File: config.mk
export PLATFORM = sky130hd
export DESIGN_NAME = fifo_drain_stage
export DESIGN_NICKNAME = d
export VERILOG_FILES = /design/src/rtl/fifo_drain_stage.sv
export SDC_FILE = /design/constraint.sdc
export NUM_CORES = 1
export LEC_CHECK = 0
export CORE_UTILIZATION = 47
export DETAILED_ROUTE_END_ITERATION = 10
export GPL_ROUTABILITY_DRIVEN = 0
export PLACE_DENSITY = 0.72
export SLEW_MARGIN = 40
export SYNTH_ARGS = -nofsm -noshare
export SYNTH_HDL_FRONTEND = slang
export SYNTH_SLANG_ARGS = --single-unit
File: constraint.sdc
create_clock -name clk -period 3.1 [get_ports clk]
set_clock_uncertainty 0.1 [all_clocks]
set_input_delay 0.62 -clock clk [delete_from_list [all_inputs] [get_ports clk]]
set_output_delay 0.62 -clock clk [all_outputs]
set_load 0.01 [all_outputs]
File: src/rtl/fifo_drain_stage.sv
// -----------------------------------------------------------------------------
// fifo_drain_stage
//
// Consumer for a show-ahead buffer (head word valid whenever not empty).
// Words are popped into a 2-entry output queue, tagged with a burst-end flag
// every BURST_LEN words, and presented on a valid/ready stream.
//
// The pop strobe depends only on registered occupancy and the upstream flags.
// There is no combinational path from out_ready to fifo_rd_en. The second
// queue entry is what lets the stage sustain one word per cycle without that
// path.
//
// Parameters
//   WIDTH      data width, must match the upstream buffer
//   BURST_LEN  words per burst, 1..65535
//
// Ports
//   clk          rising-edge clock
//   rst          synchronous active-high reset
//   enable       permits new pops; words already queued drain regardless
//   fifo_empty   upstream empty flag
//   fifo_data    upstream head word, valid whenever fifo_empty = 0
//   fifo_rd_en   pop strobe; fifo_data is consumed in this cycle
//   out_valid    head entry available
//   out_ready    downstream accept
//   out_data     head entry data (0 while the queue is empty)
//   out_last     head entry is the final word of a burst
//   burst_done   registered one-cycle pulse after a last beat is accepted
//   busy         queue non-empty or a burst is partially popped
//
// Optional build macro FIFO_DRAIN_STATS_EN adds these ports:
//   beat_count   [31:0] accepted beats, wraps modulo 2^32
//   burst_count  [15:0] accepted last beats, wraps modulo 2^16
// -----------------------------------------------------------------------------
module fifo_drain_stage #(
    parameter int WIDTH     = 16,
    parameter int BURST_LEN = 4
) (
    input  logic             clk,
    input  logic             rst,
    input  logic             enable,
    input  logic             fifo_empty,
    input  logic [WIDTH-1:0] fifo_data,
    output logic             fifo_rd_en,
    output logic             out_valid,
    input  logic             out_ready,
    output logic [WIDTH-1:0] out_data,
    output logic             out_last,
    output logic             burst_done,
    output logic             busy
`ifdef FIFO_DRAIN_STATS_EN
    ,
    output logic [31:0]      beat_count,
    output logic [15:0]      burst_count
`endif
);

    localparam logic [15:0] LAST_CNT = 16'(BURST_LEN - 1);

    // Control state (reset)
    logic [1:0]       occ_q,        occ_d;
    logic [15:0]      pop_cnt_q,    pop_cnt_d;
    logic             burst_done_q, burst_done_d;

    // Queue storage (not reset; masked by occupancy on the outputs)
    logic [WIDTH-1:0] data0_q, data0_d;
    logic [WIDTH-1:0] data1_q, data1_d;
    logic             last0_q, last0_d;
    logic             last1_q, last1_d;

    logic             pop_en;
    logic             accept;
    logic             pop_last;

    // Pop decision from registered occupancy only
    always_comb begin
        pop_en     = !rst && enable && !fifo_empty && (occ_q != 2'd2);
        fifo_rd_en = pop_en;
        pop_last   = (pop_cnt_q == LAST_CNT);
    end

    // Head presentation
    always_comb begin
        out_valid  = (occ_q != 2'd0);
        accept     = out_valid && out_ready;
        out_data   = out_valid ? data0_q : '0;
        out_last   = out_valid && last0_q;
        burst_done = burst_done_q;
        busy       = out_valid || (pop_cnt_q != 16'd0);
    end

    // Burst framing: the counter advances only on pops, so a stalled or
    // disabled burst simply resumes at the held count.
    always_comb begin
        pop_cnt_d = pop_cnt_q;
        if (pop_en) begin
            if (pop_last) begin
                pop_cnt_d = 16'd0;
            end else begin
                pop_cnt_d = pop_cnt_q + 16'd1;
            end
        end
    end

    // Queue update. Entry 0 is always the head. An accept shifts entry 1
    // forward; a pushed word lands in the first slot left free after that.
    always_comb begin
        occ_d   = occ_q;
        data0_d = data0_q;
        data1_d = data1_q;
        last0_d = last0_q;
        last1_d = last1_q;
        unique case ({pop_en, accept})
            2'b10: begin
                occ_d = occ_q + 2'd1;
                if (occ_q == 2'd0) begin
                    data0_d = fifo_data;
                    last0_d = pop_last;
                end else begin
                    data1_d = fifo_data;
                    last1_d = pop_last;
                end
            end
            2'b01: begin
                occ_d   = occ_q - 2'd1;
                data0_d = data1_q;
                last0_d = last1_q;
            end
            2'b11: begin
                if (occ_q == 2'd1) begin
                    data0_d = fifo_data;
                    last0_d = pop_last;
                end else begin
                    data0_d = data1_q;
                    last0_d = last1_q;
                    data1_d = fifo_data;
                    last1_d = pop_last;
                end
            end
            default: begin
            end
        endcase
    end

    always_comb begin
        burst_done_d = accept && out_last;
    end

    // Control registers
    always_ff @(posedge clk) begin
        if (rst) begin
            occ_q        <= 2'd0;
            pop_cnt_q    <= 16'd0;
            burst_done_q <= 1'b0;
        end else begin
            occ_q        <= occ_d;
            pop_cnt_q    <= pop_cnt_d;
            burst_done_q <= burst_done_d;
        end
    end

    // Queue data registers
    always_ff @(posedge clk) begin
        data0_q <= data0_d;
        data1_q <= data1_d;
        last0_q <= last0_d;
        last1_q <= last1_d;
    end

`ifdef FIFO_DRAIN_STATS_EN
    logic [31:0] beat_count_q,  beat_count_d;
    logic [15:0] burst_count_q, burst_count_d;

    always_comb begin
        beat_count_d  = beat_count_q;
        burst_count_d = burst_count_q;
        if (accept) begin
            beat_count_d = beat_count_q + 32'd1;
            if (out_last) begin
                burst_count_d = burst_count_q + 16'd1;
            end
        end
    end

    always_ff @(posedge clk) begin
        if (rst) begin
            beat_count_q  <= 32'd0;
            burst_count_q <= 16'd0;
        end else begin
            beat_count_q  <= beat_count_d;
            burst_count_q <= burst_count_d;
        end
    end

    always_comb begin
        beat_count  = beat_count_q;
        burst_count = burst_count_q;
    end
`endif

endmodule
* Word level (Yosys, flattened, before mapping)
Cells that the tools add are included.
** Storage, ports and cells
- Register bits after elaboration :: 53
- Latch bits :: 0
- RAM bits :: 0
- ROM bits :: 0
- Input bits :: 21
- Output and inout bits :: 21
- Logic and storage cells :: 51
- Memories :: 0
** Cells by class
- Add/sub/neg operators :: 3
- Multipliers :: 0
- Divide/modulo/power cells :: 0
- Magnitude comparators :: 0
- Eq/ne operators :: 9
- Shift operators :: 0
- Muxes and demuxes :: 15
- Bitwise gates (word level) :: 0
- Reduce and logical (&&, ||, !) cells :: 17
** Operators by type and width (number)
- $mux 16 :: 6
- $pmux 16 s3 :: 1
- $pmux 16 s2 :: 1
- $add 16x1->16 const B :: 1
- $eq 16x2->1 const B :: 1
- $reduce_bool 16->1 :: 1
- $ne 2x2->1 const B :: 4
- $logic_and 1x1->1 :: 6
- $reduce_bool 2->1 :: 3
- $eq 2x1->1 const B :: 2
- $eq 2x2->1 const B :: 2
- $mux 1 :: 4
- $pmux 2 s2 :: 1
- $pmux 1 s3 :: 1
- $reduce_and 3->1 :: 1
- $reduce_bool 3->1 :: 1
- $add 2x1->2 const B :: 1
- $logic_not 1->1 :: 2
- $logic_not 2->1 :: 1
- $pmux 1 s2 :: 1
- $reduce_and 2->1 :: 1
- $sub 2x1->2 const B :: 1
- $logic_or 1x1->1 :: 1

* Logic depth before layout (Yosys ltp)
- Word-level depth :: 7
- Gate-level depth with buffers :: 10
- Gate-level depth less buffers :: 8

* Worst setup path before layout
Ideal clock, no wire load.
- Path type :: input port to flip-flop
- From :: input port rst
- To :: register data0_q[0], enable pin
- Setup time :: 415 ps
- Arrival :: 2719 ps
- Required time :: 2585 ps
- Setup slack :: -133 ps
- Stages on the path :: 5
- Buffers on the path :: 3
- Path through :: buf_6 or4b_4 buf_6 buf_8 o21ai_0
** On the way
- Cells in the longest elaborated chain, start to end :: 7
- Elaborated cells between the ends (all ways) :: 10
- Those cells by class :: eq/ne (4); reduce/logical (6)
** Ends and longest elaborated chain
- from (decl) :: RTL line 40 : input logic rst,
- $logic_not 1->1 (*) :: RTL line 77 : pop_en = !rst && enable && !fifo_empty && (occ_q != 2'd2);
- $logic_and 1x1->1 (*) (3 in a row) :: RTL line 77
- $eq 2x2->1 or $eq 2x1->1 (tied branches) :: RTL line 113 : unique case ({pop_en, accept})
- $ne 2x2->1 (no source line) or $reduce_bool 3->1 (tied branches)
- $reduce_and 2->1 (no source line) (*)
- to (signal assigned) :: RTL line 164 : data0_q <= data0_d;
- to (decl) :: RTL line 66 : logic [WIDTH-1:0] data0_q, data0_d;
Mark *: on every way between the ends. The rest lies on a longest branch, timed or not.
A chain may end at the register's enable or synchronous reset.

* Worst setup path in the final report
- From :: input port fifo_empty
- To :: output port fifo_rd_en
** On the way
- Cells in the longest elaborated chain, start to end :: 3
** Ends and longest elaborated chain
- from (decl) :: RTL line 42 : input logic fifo_empty,
- $logic_not 1->1 :: RTL line 77
- $logic_and 1x1->1 (2 in a row) :: RTL line 77
- to (decl) :: RTL line 44 : output logic fifo_rd_en,
Every way passes these cells.

==> impl_metrics.json <==
{
  "synth_top_cells_by_count": "edfxtp_1, dfxtp_1, nor2_1, a22o_1, nor2b_1",
  "start_util": 0.496,
  "cts_root_buffer": "clkbuf_8",
  "wl_per_cell_um": 13.2,
  "num_io_pins": 42,
  "hold_path_class": "flop to flop",
  "yosysMostFrequentCell": "edfxtp_1",
  "cp_max_fo": 3,
  "synth.largest_area_cell": "edfxtp_1",
  "criticalPathCategory": "input port to primary output",
  "vias_per_cell": 5.11,
  "hold_violations": 0,
  "power.leakage_nw": 1.05,
  "die_x_um": 73.3,
  "rows": 25,
  "fp.dieH_um": 73.3,
  "ctsHoldBuffers": 0,
  "portBuffers": 41,
  "arrival_ns": 1.96,
  "dr_total_vias": 1647,
  "reg2regPathDepth": 8,
  "synth_top_cell_area_share": 0.428,
  "async_flop_share": 0,
  "status": "finished, final reports clean",
  "yosysWarnings": 0,
  "antennaDiodeCount": 0,
  "critPathCaptureType": "primary output",
  "min_delay_path_depth": 2,
  "ys_seq_area_frac": 0.587,
  "synth-main-ff-cell": "edfxtp_1",
  "netlist_instances": 204,
  "power_density_nw_per_um2": 716,
  "drive_gt1_frac": 0.102,
  "finalSetupTns_ns": 0,
  "gr-usage-all-layers": 0.176,
  "grt-ovfl-total": 0,
  "initialDrtViolationCount": 92,
  "grt_max_degree": 21,
  "path_depth": 5,
  "cpPeakStageDelay_ns": 0.56,
  "antenna_found_initial": 0,
  "fin_crit_sh": 0.863,
  "critPathTopFamily": "buffers and inverters",
  "cp.buffers_inverters": 4,
  "worst_slack_ns": 0.424,
  "worst_pin_slew_ns": 0.687,
  "ys_seq_elements": 53,
  "final_util": 0.626,
  "drv_cap": 0,
  "ir_drop_mv": 0.371,
  "required_ns": 2.38,
  "postSynthAreaPerCell_um2": 11.7,
  "cts_buffers": 5,
  "clk_latency_ns": 0.30,
  "syn-cell-area_um2": 2390,
  "die-area_um2": 5370,
  "drt-pass1-iter-count": 4,
  "setup_viol": 0,
  "rsz0062_at_grt": "false",
  "hpwl_mm": 3.05,
  "area_growth_syn_to_layout_pct": 26.3,
  "cts.sinks": 53,
  "startpoint": "fifo_empty",
  "fin_cells": 322,
  "drc": 0,
  "hold_start": "pop_cnt_q[0]$_SDFFE_PP0P_",
  "ys_types": 31,
  "timing.fmax_mhz": 374,
  "htreeDepth": 2,
  "cp_slowest_cell": "or4b_4",
  "grt_pass1_wl_mm": 6.96,
  "start_kind": "input port",
  "routed_wl_mm": 4.24,
  "clk_pin_slew_ns": 0.09,
  "total_power_mw": 2.16,
  "placed_cells": 314,
  "post-route-min-period_ns": 2.68,
  "fp.coreArea_um2": 4820,
  "maxSlewHeadroom": 0.542,
  "synth_area_leaders": "edfxtp_1, dfxtp_1, a22o_1",
  "nNetsFinal": 284,
  "regToRegStartpoint": "occ_q[0]$_SDFFE_PP0P_",
  "path_cells": "clkdlybuf4s50_1 > or4b_4 > clkinvlp_4 > buf_12 > dlymetal6s2s_1",
  "synth_edf_count": 34,
  "dp_slack_ns": 0.0683,
  "cts_tree": "built",
  "grt_pass1_vias": 1469,
  "slew_viol_final": 0,
  "fill_cells": 388,
  "syn-num-nets": 234,
  "ant_nets": 0,
  "clock_path_buffers": 2
}
[tightest hold or removal path, delay by kind of cell (launching register included)]
family / cells / cell delay [ns]
compound gates: 1 / 0.05
flops: 1 / 0.35
simple gates: 1 / 0.07
[state kept, by name, indices dropped and copies added, names as in the netlist]
signal      count
data1_q        16
occ_q           2
data0_q        16
last0_q         1
burst_done      1
pop_cnt_q      16
last1_q         1
[what timing repair did]
item | 4_1_cts | 5_1_grt
buffers inserted | 0 | 0
resized for setup | 0 | 2
setup endpoints to repair | 0 | 1
[placed cells by master (no fill, tap or decap), types with 10 or more instances in the layout]
cell type / synthesis / layout
clkdlybuf4s50_1: 0 / 40
edfxtp_1: 34 / 34
dfxtp_1: 19 / 19
a22o_1: 17 / 17
nor2_1: 18 / 17
nor2b_1: 17 / 17
nor4_1: 11 / 11
inv_1: 10 / 10
nand2_1: 10 / 10
[worst paths after layout]
kind	slack (ns)	to
min reg2reg	0.41	pop_cnt_q[0]$_SDFFE_PP0P_
min	0.41	pop_cnt_q[0]$_SDFFE_PP0P_
max	0.42	fifo_rd_en
max reg2reg	0.52	last0_q$_DFFE_PP_
[layer usage]
metal,GRT usage,routed length (µm),up-vias
met4,0.0654,74,0
met2,0.277,1880,38
met3,0.0439,190,7
li1,-,-,837
met1,0.234,2100,765
met5,0,0,-
[through the flow]
| stage | instance area (µm²) | hold WS [ns] |
|---|---|---|
| CTS | 3010 | 0.409 |
| global placement | 2920 | 0.389 |
| floorplan | 2390 | 0.361 |
| finish | 3020 | 0.406 |
| global route | 3020 | 0.440 |
| detailed placement | 2920 | 0.395 |
[where the power goes]
| part | internal [mW] | leakage, nW | switching [mW] |
|---|---|---|---|
| clock network | 0.160 | 0.0481 | 0.225 |
| registers | 0.910 | 0.469 | 0.0279 |
| logic | 0.428 | 0.528 | 0.409 |
[logic make-up (layout without fill, tap and decap cells)]
group | Yosys count | count (layout) | share of synthesized area
AND/OR/NAND/NOR | 82 | 82 | 0.185
flip-flops | 53 | 53 | 0.587
AO/OA/AOI/OAI | 27 | 27 | 0.0875
buffers and inverters | 19 | 70 | 0.0414
XOR/XNOR | 13 | 13 | 0.0477
adder cells (fa/ha/maj) | 9 | 9 | 0.0472
multiplexers | 1 | 1 | 0.00419
[area by class of cell]
class                           instances  area (µm²)  share of cell area
Timing Repair Buffer                   51         500               0.166
Clock inverter                          3        22.5             0.00747
Inverter                               11        45.0              0.0149
Clock buffer                            5        68.8              0.0228
Sequential cell                        53        1400               0.465
Multi-Input combinational cell        132         893               0.296
Tap cell                               67        83.8              0.0278
Power figures use the tool's default switching activity.
